**config.mk**
```make
export PLATFORM = sky130hd
export DESIGN_NAME = pcw_timer_irq
export DESIGN_NICKNAME = d
export VERILOG_FILES = /design/src/rtl/pcw_pkg.sv /design/src/rtl/pcw_prescaler.sv /design/src/rtl/pcw_timer_irq.sv
export SDC_FILE = /design/constraint.sdc
export NUM_CORES = 1
export LEC_CHECK = 0
export BUFFER_PORTS_ARGS = -buffer_cell sky130_fd_sc_hd__buf_2
export CORE_AREA = 2 2 52 54
export DETAILED_ROUTE_END_ITERATION = 10
export DIE_AREA = 0 0 54 56
export HOLD_SLACK_MARGIN = 0.15
export PLACE_DENSITY = 0.83
export SETUP_SLACK_MARGIN = 0.1
export SLEW_MARGIN = 10
export SYNTH_ARGS = -nofsm -noshare
export SYNTH_HDL_FRONTEND = slang
export SYNTH_HIERARCHICAL = 1
export SYNTH_SLANG_ARGS = --single-unit
```
**constraint.sdc**
```tcl
create_clock -name clk -period 1.7 [get_ports clk]
set_input_delay 0.255 -clock clk [delete_from_list [all_inputs] [get_ports clk]]
set_output_delay 0.255 -clock clk [all_outputs]
set_load 0.005 [all_outputs]
```
**src/rtl/pcw_pkg.sv**
```systemverilog
// Shared constants for the PCW system-tick timer: port F4 bit layout,
// default tick divider and tick-counter geometry.
package pcw_pkg;

  localparam int F4_CNT_LSB = 0;
  localparam int F4_CNT_MSB = 3;
  localparam int F4_OVF     = 4;
  localparam int F4_INTEN   = 6;
  localparam int F4_FDC     = 7;

  localparam int TIMER_DIVIDER_DEFAULT = 3333;

  localparam int                    TICK_CNT_W   = 4;
  localparam logic [TICK_CNT_W-1:0] TICK_CNT_MAX = 4'hF;

endpackage

```
**src/rtl/pcw_prescaler.sv**
```systemverilog
// Divides a clock enable: emits a one-cycle pulse on every DIVIDER-th
// asserted ce_in, coincident with that enable.
module pcw_prescaler
  import pcw_pkg::*;
#(
  parameter int DIVIDER = TIMER_DIVIDER_DEFAULT,
  parameter int CNT_W   = 12
) (
  input  logic clk,
  input  logic reset,
  input  logic ce_in,
  output logic pulse
);

  localparam logic [CNT_W-1:0] LAST = CNT_W'(DIVIDER - 1);

  logic [CNT_W-1:0] cnt_q;
  logic [CNT_W-1:0] cnt_d;

  // Advance on enables only; wrap at LAST and fire the pulse in the same cycle.
  always_comb begin
    cnt_d = cnt_q;
    pulse = 1'b0;
    if (ce_in) begin
      if (cnt_q == LAST) begin
        cnt_d = '0;
        pulse = ~reset;
      end else begin
        cnt_d = cnt_q + CNT_W'(1);
      end
    end
  end

  // Prescaler state register.
  always_ff @(posedge clk) begin
    if (reset) cnt_q <= '0;
    else       cnt_q <= cnt_d;
  end

endmodule

```
**src/rtl/pcw_timer_irq.sv**
```systemverilog
// PCW 300 Hz system tick: counts prescaled ticks into a saturating 4-bit
// counter that the CPU reads and clears through port F4, and holds the Z80
// INT line low while unread ticks are pending and interrupts are enabled.
module pcw_timer_irq
  import pcw_pkg::*;
#(
  parameter int DIVIDER = TIMER_DIVIDER_DEFAULT,
  parameter int CNT_W   = 12
) (
  input  logic       clk,
  input  logic       reset,
  input  logic       ce_1mhz,
  input  logic       port_rd,
  input  logic       int_enable,
  input  logic       fdc_int,
  output logic [7:0] rd_data,
  output logic       tick,
  output logic       int_n
);

  logic                  port_rd_q, port_rd_d;
  logic [TICK_CNT_W-1:0] tick_count_q, tick_count_d;
  logic                  ovf_q, ovf_d;
  logic [7:0]            rd_data_q, rd_data_d;
  logic                  int_n_q, int_n_d;
  logic                  rd_evt;

  // Saturating increment: the counter sticks at its maximum.
  function automatic logic [TICK_CNT_W-1:0] sat_inc(input logic [TICK_CNT_W-1:0] c);
    if (c == TICK_CNT_MAX) return c;
    return c + TICK_CNT_W'(1);
  endfunction

  pcw_prescaler #(
    .DIVIDER(DIVIDER),
    .CNT_W  (CNT_W)
  ) u_prescaler (
    .clk  (clk),
    .reset(reset),
    .ce_in(ce_1mhz),
    .pulse(tick)
  );

  // Read edge detect, tick accounting, status snapshot and interrupt level.
  always_comb begin
    port_rd_d    = port_rd;
    rd_evt       = port_rd & ~port_rd_q;
    tick_count_d = tick_count_q;
    ovf_d        = ovf_q;
    rd_data_d    = rd_data_q;

    if (rd_evt) begin
      rd_data_d                        = '0;
      rd_data_d[F4_CNT_MSB:F4_CNT_LSB] = tick_count_q;
      rd_data_d[F4_OVF]                = ovf_q;
      rd_data_d[F4_INTEN]              = int_enable;
      rd_data_d[F4_FDC]                = fdc_int;
      // A tick landing on the clearing read is not lost: it becomes the first count.
      tick_count_d = tick ? TICK_CNT_W'(1) : '0;
      ovf_d        = 1'b0;
    end else if (tick) begin
      tick_count_d = sat_inc(tick_count_q);
      if (tick_count_q == TICK_CNT_MAX) ovf_d = 1'b1;
    end

    int_n_d = ~(int_enable & (tick_count_d != '0));
  end

  // Control and status registers.
  always_ff @(posedge clk) begin
    if (reset) begin
      port_rd_q    <= 1'b0;
      tick_count_q <= '0;
      ovf_q        <= 1'b0;
      rd_data_q    <= 8'h00;
      int_n_q      <= 1'b1;
    end else begin
      port_rd_q    <= port_rd_d;
      tick_count_q <= tick_count_d;
      ovf_q        <= ovf_d;
      rd_data_q    <= rd_data_d;
      int_n_q      <= int_n_d;
    end
  end

  assign rd_data = rd_data_q;
  assign int_n   = int_n_q;

endmodule

```
### Word level (Yosys, flattened, before mapping)

Cells that the tools add are included.

| storage, ports and cells | value |
|---|---|
| input port bits | 6 |
| output and inout port bits | 10 |
| bits in latches | 0 |
| bits in read-only memories | 0 |
| memories kept | 0 |
| bits in registers | 26 |
| memory bits (writable) | 0 |

| cells by class | value |
|---|---|
| multiply operators | 0 |
| shift-type cells | 0 |
| reductions and logical operators | 3 |
| divide/modulo/power cells | 0 |
| equality and inequality tests | 2 |
| mux-type cells | 11 |
| magnitude comparators | 0 |
| $add $sub $neg | 2 |
| bitwise logic cells | 5 |

Operators by type and width:

| kind | number |
|---|---|
| 4-bit 2-to-1 mux | 4 |
| 12-bit by 1-bit adder with 12-bit output, second input constant | 1 |
| 12-bit equality test, second input constant | 1 |
| 12-bit 2-to-1 mux | 1 |
| 1-bit 2-to-1 mux | 6 |
| 4-bit by 1-bit adder with 4-bit output, second input constant | 1 |
| 4-bit equality test, second input constant | 1 |
| 4-bit nonzero test | 1 |
| 1-bit inverter | 3 |
| 1-bit bitwise AND | 2 |
| 2-bit AND reduction | 1 |
| 2-bit OR reduction | 1 |

### Logic depth before layout (Yosys ltp)

Gate-level depths: netlist of the first run.

| depth | value |
|---|---|
| depth in word-level cells | 11 |
| mapped depth | 10 |
| gate-level depth less buffers | 9 |

### By module

Netlist of the first run, hierarchy kept.

Modules (own cells, without submodules):

| module | cells each | area an instance (µm²) | times used |
|---|---|---|---|
| pcw_timer_irq | 71 | 609.3 | 1 |
| pcw_prescaler | 66 | 589.3 | 1 |

### Worst setup path after synthesis of the first run

OpenSTA, ideal clock, no wires.

| timing | value |
|---|---|
| kind | register to register |
| start | register u_prescaler.cnt_q[4] |
| end | register int_n_q (netlist: int_n) |
| slack | -0.185 ns |
| library setup time | 0.093 ns |
| arrival | 1.792 ns |
| buffers on the path | 2 |
| stages on the path, launching flop included | 9 |
| cells stage by stage | dfxtp_1 buf_2 nor4b_1 nand3_1 nor2_1 buf_6 nand2_1 mux2_4 o311ai_2 |

| on the way | value |
|---|---|
| cells in the longest elaborated chain, start to end | 8 |
| elaborated cells on any way between the ends | 9 |
| those cells by class | eq/ne (1); mux (5); bitwise (2); reduce/logical (1) |

RTL lines:

| item | RTL line | text |
|---|---|---|
| start: declaration | pcw_prescaler.sv:17 | `logic [CNT_W-1:0] cnt_q;` |
| start signal: assignment | pcw_prescaler.sv:37 | `else cnt_q <= cnt_d;` |
| 12-bit equality test * | pcw_prescaler.sv:25 | `if (cnt_q == LAST) begin` |
| 1-bit 2-to-1 mux * | pcw_prescaler.sv:25 |  |
| 1-bit 2-to-1 mux * | pcw_prescaler.sv:24 | `if (ce_in) begin` |
| net tick | pcw_timer_irq.sv:17 | `output logic tick,` |
| 4-bit 2-to-1 mux or 1-bit 2-to-1 mux (tied branches) | pcw_timer_irq.sv:61, pcw_timer_irq.sv:59 |  |
| 4-bit 2-to-1 mux * | pcw_timer_irq.sv:52 | `if (rd_evt) begin` |
| 4-bit nonzero test * | pcw_timer_irq.sv:66 | `int_n_d = ~(int_enable & (tick_count_d != '0));` |
| 1-bit bitwise AND * | pcw_timer_irq.sv:66 |  |
| 1-bit inverter * | pcw_timer_irq.sv:66 |  |
| end signal: assignment | pcw_timer_irq.sv:82 | `int_n_q <= int_n_d;` |
| end: declaration | pcw_timer_irq.sv:25 | `logic int_n_q, int_n_d;` |

Mark *: on every way through the listed nets, which the timed path passes. The rest lies on a longest branch.
A chain may end at the register's enable or synchronous reset.

### Worst setup path in the final report of the first run

| timing | value |
|---|---|
| start | register u_prescaler.cnt_q[1] |
| end | register int_n_q (netlist: int_n) |

| on the way | value |
|---|---|
| cells in the longest elaborated chain, start to end | 8 |
| elaborated cells on any way between the ends | 9 |
| those cells by class | eq/ne (1); mux (5); bitwise (2); reduce/logical (1) |

RTL lines:

| item | RTL line |
|---|---|
| 12-bit equality test * | pcw_prescaler.sv:25 |
| 1-bit 2-to-1 mux * | pcw_prescaler.sv:25 |
| 1-bit 2-to-1 mux * | pcw_prescaler.sv:24 |
| 4-bit 2-to-1 mux or 1-bit 2-to-1 mux (tied branches) | pcw_timer_irq.sv:61, pcw_timer_irq.sv:59 |
| 4-bit 2-to-1 mux * | pcw_timer_irq.sv:52 |
| 4-bit nonzero test * | pcw_timer_irq.sv:66 |
| 1-bit bitwise AND * | pcw_timer_irq.sv:66 |
| 1-bit inverter * | pcw_timer_irq.sv:66 |

Every way passes the cells marked *; elsewhere a longest branch is shown, timed or not.

==> results of run 1 <==
## path summary, 6_finish.rpt
check                                          start    endpoint  slack, ns  cells past startpoint
worst max-delay path            u_prescaler/cnt_q[1]       int_n      -0.08                     10
worst min-delay path                         port_rd   port_rd_q       0.16                      2
worst max register to register  u_prescaler/cnt_q[1]       int_n      -0.08                     10
worst min register to register            rd_data[3]  rd_data[3]       0.46                      2
## cells in the final DEF, fill, tap and decap left out, types with 4 or more instances in the layout
| cell | count |
|---|---|
| sky130_fd_sc_hd__dfxtp_1 | 22 |
| sky130_fd_sc_hd__buf_4 | 22 |
| sky130_fd_sc_hd__nand2_1 | 19 |
| sky130_fd_sc_hd__a21oi_1 | 15 |
| sky130_fd_sc_hd__buf_2 | 13 |
| sky130_fd_sc_hd__nor2_1 | 9 |
| sky130_fd_sc_hd__nand4_1 | 5 |
| sky130_fd_sc_hd__o31ai_1 | 4 |
| sky130_fd_sc_hd__o21ai_0 | 4 |
## logic make-up after synthesis
group	share of synthesized area, %
adder cells (fa/ha/maj)	3.13
other	0.313
AND/OR/NAND/NOR	28.6
multiplexers	2.09
AO/OA/AOI/OAI	15.1
flip-flops	43.4
buffers and inverters	4.38
XOR/XNOR	2.92
## worst max-delay path, stage by stage, from the launching register on
cell                       delay, ns
sky130_fd_sc_hd__dfxtp_2        0.36
sky130_fd_sc_hd__inv_2          0.04
sky130_fd_sc_hd__ha_4           0.14
sky130_fd_sc_hd__and4_4         0.17
sky130_fd_sc_hd__nand3_4        0.08
sky130_fd_sc_hd__nor2_4         0.05
sky130_fd_sc_hd__buf_4          0.16
sky130_fd_sc_hd__or2_1          0.21
sky130_fd_sc_hd__o31ai_1        0.11
sky130_fd_sc_hd__nor2_1         0.11
sky130_fd_sc_hd__o311ai_2       0.28
## metal layers
metal	track usage (%)	up-vias	wire [um]
li1	-	563	-
met1	21.5	531	1110
met2	34.0	32	1500
met3	3.23	4	119
met4	13.6	0	39
met5	0	-	0
## flip-flops by register name (all words and copies together), names as in the netlist
register           flops
int_n                  1
ovf_q                  1
tick_count_q           4
u_prescaler/cnt_q     12
port_rd_q              1
rd_data                7
## timing repair
action	4_1_cts	5_1_grt
hold endpoints to repair	1	0
cloned	0	0
endpoints found under the setup margin	6	9
hold buffers	1	0
gates resized for setup	6	4
pin swaps	6	6
setup buffers	3	5
## metrics by stage
stage                     hold slack [ns]  setup slack (ns)  util (%)  power [W]
after floorplan                     0.327            0.0155         -   0.000686
after global placement              0.442            0.0649      59.6   0.000716
after detailed placement            0.448          -0.00389      59.6   0.000722
after CTS                           0.155           -0.0652      63.3   0.000992
after global routing                0.184            -0.186      65.4    0.00102
final                               0.164           -0.0847      65.4   0.000981
## power by group through the flow
stage	clock network [W]	logic [W]	registers, W
final	0.000272	0.0000849	0.000624
after global routing	0.000302	0.0000968	0.000625
after CTS	0.000282	0.0000858	0.000624
after detailed placement	0	0.0000839	0.000638
after global placement	0	0.0000786	0.000637
after floorplan	0	0.0000435	0.000642
## final cells by class
cell class | count | area [um2]
sequential | 26 | 528
multi-input combinational | 101 | 714
clock buffer | 4 | 26.3
timing repair buffer | 39 | 274
inverter | 3 | 11.3
tap | 30 | 37.5
fill | 202 | 841
==> qor.txt, run 1 <==
================================================================================
Post-layout instance area                                               1590 um2
Violations in the final reports                                     negative setup slack
Data required time of the critical path                                  1.94 ns
Syn Area/Cell                                                           8.75 um2
Min cycle time layout                                                    1.78 ns
Largest net degree at the start of global routing                             17
Layout net count                                                             183
Worst-Skew Late Latency                                                  0.32 ns
Starting density of the core                                               49.3%
Number of antenna violations at the first check in global routing              0
Yosys warning count                                                            6
Number of buffers added on ports                                              14
Final cycle utilization of the critical path                                105%
Register share of total power                                              63.6%
Final estimated routing congestion in global placement                     0.834
Total number of H-tree levels                                                  1
Chip Width                                                                 54 um
Number of synthesized flops with an enable pin                                 0
Final slew viol count                                                          0
Share of power burned in combinational logic                                8.7%
Antenna diode count                                                            0
Result of the run                                                   finished, violations left
Clock tree from TritonCTS                                                    yes
Seq cells post-synth                                                          26
Iter 0 DRT Violations                                                         23
Leakage power total                                                     0.613 nW
Crit Path Class                                                          reg2reg
Internal Pwr Total                                                    0.000747 W
Fin worst setup slack                                                 -0.0847 ns
Library cell with the largest summed area after synthesis           sky130_fd_sc_hd__dfxtp_1
Power density over the cells                                          616 nW/um2
Number of cells in the design after placement                                190
Die boundary height                                                        56 um
Number of instances in the synthesized netlist                               137
Vias                                                                        1130
Total wire length                                                        2760 um
HPWL after detailed placement                                            1960 um
Netlist area before placement                                           1200 um2
Flip-flop cell with the highest count after synthesis               sky130_fd_sc_hd__dfxtp_1
Switching pwr                                                         0.000234 W
Area of the die                                                         3020 um2
Global-route total usage across every layer                                20.0%
Ports placed on the boundary                                                  16
Part of the power in the clock network                                     27.7%
Worst vdd ir                                                            0.475 mV
Worst-case clock skew                                                 0.00796 ns
Total cell area at the placement stage                                  1450 um2
Leading cell type by number of instances after synthesis            sky130_fd_sc_hd__dfxtp_1
Sequential element share of the synthesized area                           43.4%
Number of buffers added by the clock tree synthesis step                       3
Maximum fanout along the worst path                                            4
Sort of element at the end of the critical path                        flip-flop
Final std cells w/o fill                                                     203
Area contributors post-synth                                        sky130_fd_sc_hd__dfxtp_1, sky130_fd_sc_hd__a21oi_1, sky130_fd_sc_hd__nand2_1
Detail-routed net length per standard cell                               13.6 um
Fraction of registers with async set or reset after synthesis                 0%
Fmax                                                                     560 MHz
CTS sink count                                                                26
Setup TNS                                                              -0.194 ns
Net count of the mapped netlist                                              146
Crit path launch type                                                  flip-flop
Setup repair after global routing missed its margin                         true
Count of unresolved DRC violations after routing                               0
Number of nets with antenna violations after routing                           0
Arrival time of data at the critical path endpoint                       2.03 ns
Number of iterations in the first detailed-routing pass                        5
Core box area                                                           2430 um2
Maximum root-to-sink buffer count                                              2
Clk slew on worst S/H paths                                              0.14 ns
Relative area change from synthesis to final layout                        32.8%
Switching Share                                                            23.8%
Count of max-cap constraint violations                                         0
Std-Cell Rows                                                                 18
Final setup viols                                                              3
Final Hold Fails                                                               0
Average via count per standard cell                                         5.57
Total grt overflow                                                             0
Yosys top cell area share                                                  43.4%
First-pass GRT wire length                                               4540 um
Library cells used by synthesis                                               37
Vias in the first global route                                              1164
Layout cells sized above 1                                                 38.7%
Hold/Removal Path Class                                                   in2reg
Synth cell count leaders                                            sky130_fd_sc_hd__dfxtp_1, sky130_fd_sc_hd__nand2_1, sky130_fd_sc_hd__a21oi_1, sky130_fd_sc_hd__nor2_1, sky130_fd_sc_hd__nand4_1
CTS root buf                                                        sky130_fd_sc_hd__clkbuf_4
================================================================================
No activity file was read; power rests on OpenSTA's default activity.
==> inputs of run 2 (changes only) <==
Settings changed: RECOVER_POWER set to 25, REMOVE_ABC_BUFFERS set to 1.
==> run 2 against run 1 <==
The flow still finishes with violations (negative setup slack). Sequential share of layout area is 1.5 points lower. Critical path depth is the same. Final cell count up 2.5%. Sequential power about the same. Count of clock-buffer cells in the layout is the same. Largest power group unchanged.
==> qor.txt, run 2 (synthesis gave the netlist of run 1 again) <==
=====================================================================================
Top library cells by usage in the layout, fill and taps aside            sky130_fd_sc_hd__buf_4, sky130_fd_sc_hd__dfxtp_1, sky130_fd_sc_hd__nand2_1, sky130_fd_sc_hd__a21oi_1
Number of iterations in the first detailed-routing pass                             4
Flip-flop count of the largest register, all copies and words added                12
Crit Path Class                                                               reg2reg
Count of unresolved DRC violations after routing                                    0
Leakage power total                                                          0.625 nW
CTS root buf                                                             sky130_fd_sc_hd__clkbuf_4
Violations in the final reports                                          negative setup slack
Ports placed on the boundary                                                       16
Crit path launch type                                                       flip-flop
Maximum root-to-sink buffer count                                                   2
Most frequent standard cell in the layout excluding fill and tap cells   sky130_fd_sc_hd__buf_4
Clock tree from TritonCTS                                                         yes
Clk slew on worst S/H paths                                                   0.14 ns
Largest net degree at the start of global routing                                  16
Number of buffers added on ports                                                   14
Number of antenna violations at the first check in global routing                   0
Layout net count                                                                  188
Internal Pwr Total                                                         0.000791 W
Antenna diode count                                                                 0
Area of the die                                                              3020 um2
Min cycle time layout                                                         1.78 ns
Overall power after layout                                                  0.00102 W
Power density over the cells                                               616 nW/um2
Register share of total power                                                   61.0%
Fmax                                                                          563 MHz
Final slew viol count                                                               0
Setup repair after global routing missed its margin                              true
Fin worst setup slack                                                      -0.0771 ns
Total grt overflow                                                                  0
Count of max-cap constraint violations                                              0
Largest reg by FF count                                                  u_prescaler/cnt_q
Share of power burned in combinational logic                                     9.1%
Chip Width                                                                      54 um
Layout cells sized above 1                                                      41.0%
Part of the power in the clock network                                          29.9%
Final cycle utilization of the critical path                                     105%
Worst slack after detailed placement                                        -0.269 ns
Global-route total usage across every layer                                     20.8%
Final Hold Fails                                                                    0
Result of the run                                                        finished, violations left
Final setup viols                                                                   3
Reg-to-reg slack, setup                                                      -0.08 ns
Relative area change from synthesis to final layout                             38.7%
Final core utilization                                                          68.4%
Number of buffers added by the clock tree synthesis step                            3
Vias in the first global route                                                   1179
Detail-routed net length per standard cell                                    14.7 um
CTS sink count                                                                     26
Worst-case clock skew                                                      0.00557 ns
Fill cell total of the finished layout                                            220
Sort of element at the end of the critical path                             flip-flop
Total wire length                                                             3050 um
Std-Cell Rows                                                                      18
Die boundary height                                                             56 um
Switching Share                                                                 22.8%
Core box area                                                                2430 um2
Worst vdd ir                                                                 0.530 mV
Arrival time of data at the critical path endpoint                            2.01 ns
Iter 0 DRT Violations                                                              33
Switching pwr                                                              0.000233 W
First-pass GRT wire length                                                    4860 um
Number of nets with antenna violations after routing                                0
HPWL after detailed placement                                                 2040 um
Data required time of the critical path                                       1.94 ns
Total number of H-tree levels                                                       1
Worst-Skew Late Latency                                                       0.32 ns
Average via count per standard cell                                              5.62
Final estimated routing congestion in global placement                          0.827
Starting density of the core                                                    49.3%
Hold/Removal Path Class                                                        in2reg
Maximum fanout along the worst path                                                 4
Vias                                                                             1169
=====================================================================================
==> run 2: cell count changes in the layout (fill, tap and decap cells not counted), sizes merged <==
cell / delta
clkbuf: +4
dlygate4sd3: +1
==> run 2: power groups by stage <==
stage | logic [W] | registers [W] | clock network, W
floorplan | 0.0000310 | 0.000641 | 0
global placement | 0.0000723 | 0.000635 | 0
finish | 0.0000936 | 0.000625 | 0.000306
CTS | 0.0000812 | 0.000624 | 0.000317
detailed placement | 0.0000758 | 0.000636 | 0
global route | 0.000105 | 0.000626 | 0.000343
==> run 2: worst paths after layout <==
kind                      to                  from  cells after the start
setup reg to reg       int_n  u_prescaler/cnt_q[1]                     10
hold reg to reg   rd_data[7]            rd_data[7]                      2
setup / recovery       int_n  u_prescaler/cnt_q[1]                     10
hold / removal     port_rd_q               port_rd                      2
==> run 2: worst max-delay path, stage by stage (launching register included) <==
cell	delay (ns)
sky130_fd_sc_hd__dfxtp_2	0.35
sky130_fd_sc_hd__inv_2	0.06
sky130_fd_sc_hd__ha_4	0.13
sky130_fd_sc_hd__and4_4	0.22
sky130_fd_sc_hd__nand3_4	0.08
sky130_fd_sc_hd__nor2_4	0.13
sky130_fd_sc_hd__buf_4	0.15
sky130_fd_sc_hd__nand3_2	0.10
sky130_fd_sc_hd__a21oi_2	0.14
sky130_fd_sc_hd__o21bai_2	0.08
sky130_fd_sc_hd__o311ai_2	0.25
==> run 2: per-layer routing <==
layer  vias up  wire length (um)  global-route usage (%)
met5         -                 0                       0
met4         0                10                    3.93
met3         2               137                    5.65
met2        38              1700                    39.4
met1       556              1210                    22.1
li1        573                 -                       -
==> run 2: layout make-up <==
type                            instances  area (um2)  share of cell area, %
Multi-Input combinational cell        101         738                   44.4
Sequential cell                        26         527                   31.7
Timing Repair Buffer                   44         313                   18.8
Tap cell                               30        37.5                   2.26
Clock buffer                            4        36.3                   2.18
Inverter                                3        11.3                  0.677
==> run 2: through the flow <==
step / cells / hold slack, ns / setup TNS [ns] / cell area (um2)
3_5_place_dp: 194 / 0.448 / -0.893 / 1420
4_1_cts: 203 / 0.151 / -0.176 / 1580
5_1_grt: 208 / 0.158 / -0.394 / 1660
6_report: 208 / 0.170 / -0.153 / 1660
3_3_place_gp: 194 / 0.440 / -0.340 / 1420
2_1_floorplan: 130 / 0.324 / -0.583 / 1160
==> run 2: repair_timing <==
action                                  CTS  global route
buffers inserted                          4             4
resized for setup                        22            11
endpoints found under the setup margin    9            11
endpoints found under the hold margin     1             1
hold buffers                              1             1
pin swaps                                 9             6
